$ cat src/rtl/taint_tracker_if.sv
// taint_tracker_if
//   Bundles the beat handshake, the control inputs and the taint status
//   outputs of taint_tracker so a single interface instance wires the block.
//
//   Signals
//     in_valid / in_ready / in_data   input beat channel
//     mode, taint_clr                 per-beat mode select, clear pulse
//     out_valid / out_ready           output beat channel
//     out_data, out_mask              processed beat, per-lane input MSBs
//     sticky, taint_cnt               sticky taint flag, tainted-beat counter
//
//   Handshake: a beat moves on a channel in any cycle where valid && ready
//   are both high at the rising clock edge. A producer that has raised valid
//   keeps the beat stable until it has moved.
//
//   Modports
//     master  the environment: drives beats in, drains beats out
//     slave   the tracker itself
interface taint_tracker_if #(
  parameter int LANES  = 2,
  parameter int LANE_W = 32,
  parameter int CNT_W  = 16
);
  logic                      in_valid;
  logic                      in_ready;
  logic [LANES*LANE_W-1:0]   in_data;
  logic [1:0]                mode;
  logic                      taint_clr;
  logic                      out_valid;
  logic                      out_ready;
  logic [LANES*LANE_W-1:0]   out_data;
  logic [LANES-1:0]          out_mask;
  logic                      sticky;
  logic [CNT_W-1:0]          taint_cnt;

  modport master (
    output in_valid, in_data, mode, taint_clr, out_ready,
    input  in_ready, out_valid, out_data, out_mask, sticky, taint_cnt
  );

  modport slave (
    input  in_valid, in_data, mode, taint_clr, out_ready,
    output in_ready, out_valid, out_data, out_mask, sticky, taint_cnt
  );
endinterface

$ cat src/rtl/taint_tracker.sv
// taint_tracker
//   Single-stage registered pipeline that marks data lanes as tainted. Each
//   lane's MSB is its taint bit. Depending on mode, a beat carrying any taint
//   (or, in sticky mode, any beat after a taint was seen) is forwarded with
//   every lane's MSB forced to 1. A saturating counter tracks accepted tainted
//   beats.
//
//   Ports
//     clk    rising-edge clock
//     rst_n  asynchronous active-low reset
//     bus    taint_tracker_if.slave (beat channels, mode, clear, status)
//
//   mode: 00 pass, 01 broadcast, 10 sticky broadcast, 11 treated as 01.
module taint_tracker #(
  parameter int LANES  = 2,
  parameter int LANE_W = 32,
  parameter int CNT_W  = 16
) (
  input  logic           clk,
  input  logic           rst_n,
  taint_tracker_if.slave bus
);

  localparam int W = LANES * LANE_W;

  logic [W-1:0]      r_out_data;
  logic [LANES-1:0]  r_out_mask;
  logic              r_out_valid;
  logic              r_sticky;
  logic [CNT_W-1:0]  r_cnt;

  logic [LANES-1:0]  w_mask;
  logic [W-1:0]      w_forced;
  logic              w_any_taint;
  logic              w_sticky_eff;
  logic              w_force;
  logic              w_in_fire;
  logic              w_taint_fire;
  logic [W-1:0]      w_next_data;

  // Gather lane MSBs and build the all-MSBs-set version of the beat.
  always_comb begin
    w_mask   = '0;
    w_forced = bus.in_data;
    for (int k = 0; k < LANES; k++) begin
      w_mask[k]                       = bus.in_data[k*LANE_W + LANE_W - 1];
      w_forced[k*LANE_W + LANE_W - 1] = 1'b1;
    end
  end

  assign w_any_taint = |w_mask;

  // A clear arriving with a beat already applies to that beat.
  assign w_sticky_eff = r_sticky && !bus.taint_clr;

  always_comb begin
    w_force = 1'b0;
    case (bus.mode)
      2'b00:   w_force = 1'b0;
      2'b10:   w_force = w_any_taint || w_sticky_eff;
      default: w_force = w_any_taint;  // 01 and reserved 11
    endcase
  end

  assign w_next_data  = w_force ? w_forced : bus.in_data;

  // Output slot is free when empty or being drained this cycle.
  assign bus.in_ready = !r_out_valid || bus.out_ready;
  assign w_in_fire    = bus.in_valid && bus.in_ready;
  assign w_taint_fire = w_in_fire && w_any_taint;

  // Output register: loads on accept, empties when drained without refill,
  // otherwise holds the beat stable under backpressure.
  always_ff @(posedge clk or negedge rst_n) begin
    if (!rst_n) begin
      r_out_valid <= 1'b0;
      r_out_data  <= '0;
      r_out_mask  <= '0;
    end else if (w_in_fire) begin
      r_out_valid <= 1'b1;
      r_out_data  <= w_next_data;
      r_out_mask  <= w_mask;
    end else if (bus.out_ready) begin
      r_out_valid <= 1'b0;
    end
  end

  // Sticky flag: a tainted sticky-mode accept wins over a simultaneous clear.
  always_ff @(posedge clk or negedge rst_n) begin
    if (!rst_n) begin
      r_sticky <= 1'b0;
    end else if (w_taint_fire && (bus.mode == 2'b10)) begin
      r_sticky <= 1'b1;
    end else if (bus.taint_clr) begin
      r_sticky <= 1'b0;
    end
  end

  // Saturating count of accepted beats that carry their own taint.
  always_ff @(posedge clk or negedge rst_n) begin
    if (!rst_n) begin
      r_cnt <= '0;
    end else if (bus.taint_clr) begin
      r_cnt <= w_taint_fire ? CNT_W'(1) : '0;
    end else if (w_taint_fire && !(&r_cnt)) begin
      r_cnt <= r_cnt + CNT_W'(1);
    end
  end

  assign bus.out_valid = r_out_valid;
  assign bus.out_data  = r_out_data;
  assign bus.out_mask  = r_out_mask;
  assign bus.sticky    = r_sticky;
  assign bus.taint_cnt = r_cnt;

endmodule

$ cat src/flat_wrapper.sv
// flat-port wrapper written by rule: the top's interface ports become plain ports
module taint_tracker_flat 
#(
  parameter int LANES  = 2,
  parameter int LANE_W = 32,
  parameter int CNT_W  = 16
)
  (clk, rst_n, bus_in_valid, bus_in_data, bus_mode, bus_taint_clr, bus_out_ready, bus_in_ready, bus_out_valid, bus_out_data, bus_out_mask, bus_sticky, bus_taint_cnt);
  taint_tracker_if #(.LANES(LANES), .LANE_W(LANE_W), .CNT_W(CNT_W)) bus_i ();
  input  logic clk;
  input  logic rst_n;
  input wire logic [$bits(bus_i.in_valid)-1:0] bus_in_valid;
  input wire logic [$bits(bus_i.in_data)-1:0] bus_in_data;
  input wire logic [$bits(bus_i.mode)-1:0] bus_mode;
  input wire logic [$bits(bus_i.taint_clr)-1:0] bus_taint_clr;
  input wire logic [$bits(bus_i.out_ready)-1:0] bus_out_ready;
  output wire logic [$bits(bus_i.in_ready)-1:0] bus_in_ready;
  output wire logic [$bits(bus_i.out_valid)-1:0] bus_out_valid;
  output wire logic [$bits(bus_i.out_data)-1:0] bus_out_data;
  output wire logic [$bits(bus_i.out_mask)-1:0] bus_out_mask;
  output wire logic [$bits(bus_i.sticky)-1:0] bus_sticky;
  output wire logic [$bits(bus_i.taint_cnt)-1:0] bus_taint_cnt;
  assign bus_i.in_valid = bus_in_valid;
  assign bus_i.in_data = bus_in_data;
  assign bus_i.mode = bus_mode;
  assign bus_i.taint_clr = bus_taint_clr;
  assign bus_i.out_ready = bus_out_ready;
  assign bus_in_ready = bus_i.in_ready;
  assign bus_out_valid = bus_i.out_valid;
  assign bus_out_data = bus_i.out_data;
  assign bus_out_mask = bus_i.out_mask;
  assign bus_sticky = bus_i.sticky;
  assign bus_taint_cnt = bus_i.taint_cnt;
  taint_tracker #(.LANES(LANES), .LANE_W(LANE_W), .CNT_W(CNT_W)) u_core (.clk(clk), .rst_n(rst_n), .bus(bus_i));
endmodule
$ cat config.mk
export PLATFORM = sky130hd
export DESIGN_NAME = taint_tracker_flat
export DESIGN_NICKNAME = d
export VERILOG_FILES = /design/src/rtl/taint_tracker_if.sv /design/src/rtl/taint_tracker.sv /design/src/flat_wrapper.sv
export SDC_FILE = /design/constraint.sdc
export NUM_CORES = 1
export LEC_CHECK = 0
export ABC_AREA = 0
export BUFFER_PORTS_ARGS = -buffer_cell sky130_fd_sc_hd__buf_2
export CORE_MARGIN = 1.5
export CORE_UTILIZATION = 40
export CTS_CLUSTER_SIZE = 28
export DETAILED_ROUTE_END_ITERATION = 6
export GPL_TIMING_DRIVEN = 0
export MAX_ROUTING_LAYER = met4
export PLACE_DENSITY = 0.77
export SYNTH_ARGS = -nofsm -noshare
export SYNTH_HDL_FRONTEND = slang
export SYNTH_SLANG_ARGS = --single-unit
export TNS_END_PERCENT = 50
$ cat constraint.sdc
create_clock -name clk -period 4.75 [get_ports clk]
set_clock_uncertainty 0.15 [all_clocks]
set_input_delay 0 -clock clk [delete_from_list [all_inputs] [get_ports clk]]
set_output_delay 0 -clock clk [all_outputs]
set_load 0.03 [all_outputs]
==> run metrics <==
vias about 3,600; drt total wl 10,320 microns; CTS tree yes; maximum vdd drop roughly 220 uV; Comb pwr share roughly a quarter; Die ar. between 9000 and 10,000 sq um; Cell Chain, Critical Path ha_1 > clkbuf_1 > nand3_1 > nor4_1 > o21ai_0 > a21oi_1; Seq pwr share 47.6%; Setup-failing EPs final 0; Setup CP Type flop to flop; critical path fanouts, max 7; Distinct cells, synth 35; largest net degree at the start of global routing 46; crit path launch type flop; # diodes 0; Buf/Inv on CP 1; ANT nets after route 0; Synth-to-Final Area Change 51.56%; Synth Register Bits between 80 and 90; Slowest cell on crit path nor4_1; DRC Markers 0; DP HPWL 6505 microns; RSZ-0062 raised after global routing no; fin crit share 48.55%; Int Pwr approximately 1.1 mW; CP Capture Type flop; first-pass GRT wire length 17,110 microns; clk buf depth 2; GRT Total Usage 23.13%; register area share after synthesis 59.74%; worst hold path class input pin to asynchronous set/reset pin; Clock Power Share 26.5%; Num CTS Buffers 9; Cells after Synth 391; core box area 8636 sq um; post-route insts no fill 741; Starting DRT DRC Count 129; Worst EP arrival 2.42 ns; WL per Instance 13.93 microns; postcts setup bufs 0; routed vias/inst 4.845; CP required 4.86 ns; # rows 34; CP top delay family simple AND/OR/NAND/NOR gates; vias in the first global route 3,677; num ports 156; post-synthesis instance area 3518 sq um; Final min period about 2.3 ns; clk sinks 84; Achievable Freq 0.4337 GHz; worst slew pin tran around 0.90 ns; setup_tns 0 ns; status finished, final reports clean; YS warnings 0; Layout Nets 700; Switching Fraction 34.94%; H-tree levels 3; max-slew violation count 0; share of cells above drive strength 1 28.91%; Inst Count DP ~660; PortBufs 155; CP max stage delay 0.71 ns; Pleak 2.814 nW; Max-slew headroom 39.78%; Starting Density 40.74%; power density cells 327.8 nW/um^2; clock root cell clkbuf_8; die height 96.79 microns; syn_nets 463; Max Cap Viol 0; worst skew pair latency 0.35 ns; initial antenna violation count 0; drt first pass iters 4; Routability Congestion 0.8900; chip width 96.79 microns; final hold vios 0; grt ovf 0; Avg Synthesized Cell Area between 8 and 9 sq um; CTS clk-pin slew, worst paths approximately 0.090 ns; P_sw roughly 610 uW
==> power by group through the flow <==
stage / sequential [mW] / combinational [mW] / clock [mW]
floorplan: 0.998 / 0.0932 / 0
global placement: 0.840 / 0.395 / 0
detailed placement: 0.844 / 0.407 / 0
CTS: 0.831 / 0.452 / 0.480
global route: 0.842 / 0.489 / 0.504
finish: 0.833 / 0.453 / 0.463
==> synth_stat cells <==
cell type,count,share of area [%]
or4_4,1,0.32
ha_1,1,0.36
nand3_1,6,0.85
o21a_1,1,0.21
a41oi_1,1,0.25
a221oi_2,1,0.43
nor4_1,4,0.71
or3_1,3,0.53
a21o_1,1,0.21
nand4_1,3,0.53
and4_1,1,0.25
nor2_1,8,0.85
inv_1,7,0.75
a32o_1,1,0.28
a31oi_1,1,0.18
nor2b_1,4,0.71
a211oi_1,3,0.64
inv_2,1,0.11
mux2_2,5,1.6
nand4_2,1,0.36
clkbuf_1,16,1.7
nand2_1,195,21
nand2b_1,2,0.36
mux2i_1,1,0.28
buf_2,1,0.14
o22a_1,2,0.50
o31ai_1,6,1.3
dfrtp_1,84,60
a21oi_1,9,1.3
nor3_1,6,0.85
o41ai_1,1,0.25
o21ai_0,4,0.57
clkbuf_2,1,0.14
or4_1,8,1.7
nand4b_1,1,0.25
==> layout by cell type (no fill, tap or decap), types with 4 or more instances in the layout <==
cell type | synthesis | layout
nor2_1 | 8 | 8
dlygate4sd3_1 | 0 | 70
dfrtp_1 | 84 | 84
nor2b_1 | 4 | 4
a21oi_1 | 9 | 9
o21ai_0 | 4 | 4
nor3_1 | 6 | 6
clkbuf_8 | 0 | 9
clkbuf_1 | 16 | 16
nand2_1 | 195 | 195
mux2_2 | 5 | 5
o31ai_1 | 6 | 6
buf_2 | 1 | 155
inv_1 | 7 | 7
nor4_1 | 4 | 4
or4_1 | 8 | 8
nand3_1 | 6 | 6
==> worst paths after layout <==
check,startpoint,to,slack [ns],cells after the start
max,u_core.bus.taint_cnt[0],u_core.bus.taint_cnt[1],2.44,6
min,rst_n,u_core.bus.taint_cnt[9],0.009,2
max reg2reg,u_core.bus.taint_cnt[0],u_core.bus.taint_cnt[1],2.44,6
min reg2reg,u_core.bus.out_data[27],u_core.bus.out_data[27],0.32,2
max in group asynchronous,rst_n,u_core.bus.out_data[63],3.83,3
min in group clk,bus_mode[0],u_core.bus.out_data[31],0.01,4
==> logic make-up after synthesis <==
| logic type | count (synthesis) | synth area share, % |
|---|---|---|
| AO/OA/AOI/OAI | 31 | 6.081 |
| adder cells (fa/ha/maj) | 1 | 0.3556 |
| buffers and inverters | 26 | 2.845 |
| flip-flops | 84 | 59.74 |
| multiplexers | 6 | 1.885 |
| AND/OR/NAND/NOR | 243 | 29.09 |
==> flip-flops by register name (all words and copies together), names as in the netlist <==
register              flops
u_core.bus.out_data      64
u_core.bus.out_mask       2
u_core.bus.out_valid      1
u_core.bus.sticky         1
u_core.bus.taint_cnt     16
==> cell type report <==
type                            count  area, sq um
Multi-Input combinational cell    281         1316
Timing Repair Buffer              226         1506
Clock buffer                        9        123.9
Sequential cell                    84         2102
Buffer                             18        70.07
Clock inverter                      7        48.80
Inverter                            8        30.03
Tap cell                          108        135.1
Fill cell                         740         3303
==> metal layers <==
metal  GRT usage, %  part of all wire, %  vias up
met5              -                    0        -
met4          8.473                  2.5        0
met3          4.769                  4.5       24
met2          39.64                   51      121
met1          26.87                   42     1697
li1               -                    -     1748
==> worst register-to-register path, cell delays in order (launching register included) <==
cell	delay, ns
dfrtp_1	0.43
ha_1	0.17
clkbuf_1	0.26
nand3_1	0.17
nor4_1	0.71
o21ai_0	0.16
a21oi_1	0.19
==> what timing repair did <==
item                      CTS  global route
hold endpoints to repair  154             0
resized for setup           0             0
hold buffers               70             0
==> metrics by stage <==
stage	power, mW	area (sq um)	setup WS, ns	hold slack [ns]	utilization (%)
after floorplan	1.091	3518	2.560	-0.4456	-
after global placement	1.236	4429	2.542	0.03971	51.29
after detailed placement	1.250	4459	2.465	-0.1338	51.64
after CTS	1.763	5333	2.443	0.009077	61.75
after global routing	1.835	5333	2.290	0.03143	61.75
final	1.748	5333	2.444	0.008709	61.75
(Power assumes the default switching activity.)
